$ cat src/rtl/muldiv_ctrl.sv
// muldiv_ctrl: sequencer for the shared shift-register multiply/divide datapath
//   in : clk, rst_n (async, active low), start_i, op_i (0 mul / 1 div),
//        c_i (multiplier LSB), sub_ok_i (minuend >= divisor), divisor_zero_i
//   out: ld_multiplier_o, ld_dividend_o, ad_o, su_o, sh_o, busy_o, done_o, err_o
module muldiv_ctrl #(
  parameter int MUL_STEPS = 4,
  parameter int DIV_STEPS = 5,
  parameter int CNT_W     = 3
) (
  input  logic clk,
  input  logic rst_n,
  input  logic start_i,
  input  logic op_i,
  input  logic c_i,
  input  logic sub_ok_i,
  input  logic divisor_zero_i,
  output logic ld_multiplier_o,
  output logic ld_dividend_o,
  output logic ad_o,
  output logic su_o,
  output logic sh_o,
  output logic busy_o,
  output logic done_o,
  output logic err_o
);
  typedef enum logic [2:0] {IDLE, LOAD, EVAL, SHIFT, DONE} state_e;
  state_e state_q, state_d;
  logic op_q, op_d, err_q, err_d;
  logic [CNT_W-1:0] cnt_q, cnt_d, cnt_inc, lim;
  logic cond;
  assign cnt_inc = cnt_q + CNT_W'(1);
  assign lim     = op_q ? CNT_W'(DIV_STEPS) : CNT_W'(MUL_STEPS);
  assign cond    = op_q ? sub_ok_i : c_i;
  assign err_o   = err_q;
  always_ff @(posedge clk or negedge rst_n)
    if (!rst_n) begin
      state_q <= IDLE;
      op_q    <= 1'b0;
      err_q   <= 1'b0;
      cnt_q   <= '0;
    end else begin
      state_q <= state_d;
      op_q    <= op_d;
      err_q   <= err_d;
      cnt_q   <= cnt_d;
    end
  always_comb begin
    state_d         = state_q;
    op_d            = op_q;
    err_d           = err_q;
    cnt_d           = cnt_q;
    ld_multiplier_o = 1'b0;
    ld_dividend_o   = 1'b0;
    ad_o            = 1'b0;
    su_o            = 1'b0;
    sh_o            = 1'b0;
    busy_o          = 1'b0;
    done_o          = 1'b0;
    case (state_q)
      IDLE: if (start_i) begin
        op_d    = op_i;
        cnt_d   = '0;
        err_d   = op_i & divisor_zero_i;
        state_d = (op_i & divisor_zero_i) ? DONE : LOAD;
      end
      LOAD: begin
        busy_o          = 1'b1;
        ld_multiplier_o = !op_q;
        ld_dividend_o   = op_q;
        state_d         = EVAL;
      end
      // a true condition spends one cycle on add/subtract before the shift
      EVAL: begin
        busy_o = 1'b1;
        ad_o   = cond & !op_q;
        su_o   = cond & op_q;
        sh_o   = !cond;
        cnt_d  = cond ? cnt_q : cnt_inc;
        state_d = cond ? SHIFT : (cnt_inc == lim) ? DONE : EVAL;
      end
      SHIFT: begin
        busy_o  = 1'b1;
        sh_o    = 1'b1;
        cnt_d   = cnt_inc;
        state_d = (cnt_inc == lim) ? DONE : EVAL;
      end
      DONE: begin
        done_o  = 1'b1;
        state_d = IDLE;
      end
      default: state_d = IDLE;
    endcase
  end
endmodule

$ cat config.mk
export PLATFORM = sky130hd
export DESIGN_NAME = muldiv_ctrl
export DESIGN_NICKNAME = d
export VERILOG_FILES = /design/src/rtl/muldiv_ctrl.sv
export SDC_FILE = /design/constraint.sdc
export NUM_CORES = 1
export LEC_CHECK = 0
export BUFFER_PORTS_ARGS = -buffer_cell sky130_fd_sc_hd__buf_2
export CAP_MARGIN = 40
export CELL_PAD_IN_SITES_DETAIL_PLACEMENT = 0
export CELL_PAD_IN_SITES_GLOBAL_PLACEMENT = 1
export CORE_MARGIN = 4
export CORE_UTILIZATION = 38
export DETAILED_ROUTE_END_ITERATION = 6
export GPL_ROUTABILITY_DRIVEN = 0
export PLACE_DENSITY_LB_ADDON = 0.05
export SLEW_MARGIN = 20
export SYNTH_ARGS = -nofsm -noshare
export SYNTH_HDL_FRONTEND = slang
export SYNTH_SLANG_ARGS = --single-unit
$ cat constraint.sdc
create_clock -name clk -period 2.98 [get_ports clk]
set_input_delay 0.596 -clock clk [delete_from_list [all_inputs] [get_ports clk]]
set_output_delay 0.596 -clock clk [all_outputs]
set_load 0.005 [all_outputs]
==> load_flow_metrics.sql <==
INSERT INTO impl_metrics (metric_group, metric, value, unit) VALUES
('run_status', 'run_status', 'completed', ''),
('detailed_routing', 'ant_nets', '0', ''),
('timing', 'timing.final.hold_violations', '0', ''),
('detailed_routing', 'totalWireLength', '1060', 'um'),
('worst_setup_path', 'cp_max_fo', '7', ''),
('worst_setup_path', 'cp-start-kind', 'flop', ''),
('floorplan', 'floorplan.die_area', '2010', 'um2'),
('clocking', 'tritoncts', 'done', ''),
('timing', 'final.setup_skew', '0.782', 'ps'),
('worst_setup_path', 'r2r_cells', '4', ''),
('layout', 'layout.cells.most_common', 'buf_2', ''),
('timing', 'timing.final.max_slew_violations', '0', ''),
('layout', 'final_layout_size_suffix_gt1_share', '34.8', '%'),
('global_route', 'top_usage_layer', 'met1', ''),
('layout', 'utilization', '47.3', '%'),
('clocking', 'htree_levels', '1', ''),
('worst_setup_path', 'crit_path_start', 'op_q', ''),
('pwr', 'cellPowerDensity', '1020', 'nW/um2'),
('global_route', 'pin_count_of_the_biggest_net_entering_global_routing', '13', ''),
('worst_setup_path', 'critical_path.endpoint_type', 'output port', ''),
('timing', 'max_slew_margin', '76.7', '%'),
('clocking', 'worst_setup_hold_path_clk_slew', '50', 'ps'),
('floorplan', 'die_ht', '44.9', 'um'),
('worst_setup_path', 'crit_chain', 'mux2i_4, nor2_2, or3_4, inv_1, buf_2', ''),
('yosys', 'library_cells_used_by_synthesis', '32', ''),
('layout', 'final.fill_count', '136', ''),
('worst_setup_path', 'required', '2380', 'ps'),
('worst_setup_path', 'timing.critical_path.slowest_stage_cell', 'dfrtp_1', ''),
('clocking', 'postCtsSetupBuffers', '0', ''),
('worst_setup_path', 'cp-endpoint', 'sh_o', ''),
('layout', 'final_cell_area', '608', 'um2'),
('layout', 'nets', '79', ''),
('floorplan', 'placement_rows', '13', ''),
('timing', 'min_period_over_period', '77.0', '%'),
('yosys', 'syn-num-nets', '63', ''),
('worst_setup_path', 'reg2reg_setup_slack', '1290', 'ps'),
('detailed_routing', 'detail_route.iter0.violations', '7', ''),
('timing', 'period_needed', '2300', 'ps'),
('yosys', 'postSynthCellCount', '55', ''),
('clocking', 'cts_root_buf', 'clkbuf_4', ''),
('detailed_routing', 'drt-wirelength-per-cell', '12.6', 'um'),
('layout', 'areaGrowthSynthToFinish', '17.7', '%'),
('place', 'place.detailed.instances', '81', ''),
('global_route', 'use_met3', '3.59', '%'),
('timing', 'timing.final.setup_violations', '0', ''),
('worst_setup_path', 'reg2reg_to', 'state_q[2]', ''),
('pwr', 'pleak', '0.302', 'nW'),
('global_route', 'grt_antenna_before_repair', '0', ''),
('timing', 'worst_slew_pin_slew', '349', 'ps'),
('global_route', 'global_route.usage.total', '13.2', '%'),
('min_path', 'hold_path.class', 'input pin to async pin', ''),
('yosys', 'ys_seq_area_share', '38.7', '%'),
('layout', 'antenna_cells_inserted', '0', ''),
('worst_setup_path', 'critical_path_arrival', '1700', 'ps'),
('timing', 'maxClockFrequency', '436', 'MHz'),
('clocking', 'clock_sinks', '8', ''),
('timing', 'hold_slack', '177', 'ps'),
('global_route', 'grt_pass1_wl', '1880', 'um'),
('worst_setup_path', 'critical_path.max_stage_delay', '520', 'ps'),
('layout', 'sequential_cell_area', '200', 'um2'),
('global_route', 'grt-ovfl-total', '0', ''),
('global_route', 'grt_pass1_vias', '403', ''),
('place', 'dp_slack', '897', 'ps'),
('place', 'detailedPlacementHpwl', '823', 'um'),
('yosys', 'postSynthRegisterBits', '8', ''),
('place', 'placedInstanceArea', '586', 'um2'),
('detailed_routing', 'routed_via_count', '440', ''),
('layout', 'commonest_non_fill_non_tap_cells_in_the_layout', 'buf_2 (14), nand2_1 (8), dfrtp_1 (8)', ''),
('yosys', 'postSynthAreaPerCell', '9.40', 'um2'),
('worst_setup_path', 'worst-setup-path-type', 'flop to output port', ''),
('clocking', 'ctsHoldBuffers', '0', '');
[area by class of cell]
cell class	count	area share [%]
sequential	8	32.9
tap	15	3.09
inverter	2	1.23
multi-input combinational	42	47.5
clock buffer	3	3.70
timing repair buffer	14	11.5
[registers in the layout, summed over array words and instances, names as in the netlist]
register  flops
cnt_q         3
state_q       3
op_q          1
err_o         1
[routing by layer]
layer / part of all wire, % / vias to the layer above / wire length, um
met5: 0 / - / 0
met4: 3.0 / 0 / 32
met1: 48 / 194 / 511
li1: - / 230 / -
met3: 6.4 / 4 / 68
met2: 42 / 12 / 447
[kinds of logic (layout without fill, tap and decap cells)]
| group | count (synthesis) | count (layout) | share of synthesized area [%] |
|---|---|---|---|
| XOR/XNOR | 2 | 2 | 3.39 |
| AND/OR/NAND/NOR | 28 | 28 | 29.8 |
| AO/OA/AOI/OAI | 9 | 9 | 13.8 |
| flip-flops | 8 | 8 | 38.7 |
| adder cells (fa/ha/maj) | 1 | 1 | 2.42 |
| multiplexers | 2 | 2 | 6.54 |
| buffers and inverters | 5 | 19 | 5.33 |
[where the power goes]
group,switching (mW),leakage [nW],internal [mW]
sequential,0.0766,0.0997,0.158
combinational,0.145,0.189,0.159
clock,0.0367,0.0138,0.0461
total,0.259,0.302,0.362
[synthesized netlist by cell type, drive strengths merged]
cell type,count,share of area (%)
a211o,1,1.7
a21o,1,1.5
a21oi,1,0.97
a311oi,1,1.7
a31oi,1,1.2
and2,1,1.2
buf,2,3.1
clkbuf,1,0.73
dfrtp,8,39
ha,1,2.4
inv,2,1.5
mux2,1,2.2
mux2i,1,4.4
nand2,8,5.8
nand2b,1,1.2
nand3,1,0.97
nand3b,1,1.5
nor2,5,4.1
nor3,3,2.9
nor3b,1,1.5
nor4,1,1.2
nor4b,1,1.7
nor4bb,1,1.9
o21ai,2,1.9
o311ai,1,1.7
o41ai,1,3.1
or2,2,2.4
or3,2,3.4
xnor2,2,3.4
[how the worst min path moves through the flow]
stage,from,slack [ps],end
global placement,rst_n,450,state_q[1]
finish,rst_n,180,cnt_q[2]
global route,rst_n,180,state_q[0]
detailed placement,rst_n,450,cnt_q[2]
CTS,rst_n,180,state_q[0]
floorplan,rst_n,300,cnt_q[0]
Note: power is estimated with default switching activity, not from simulation.
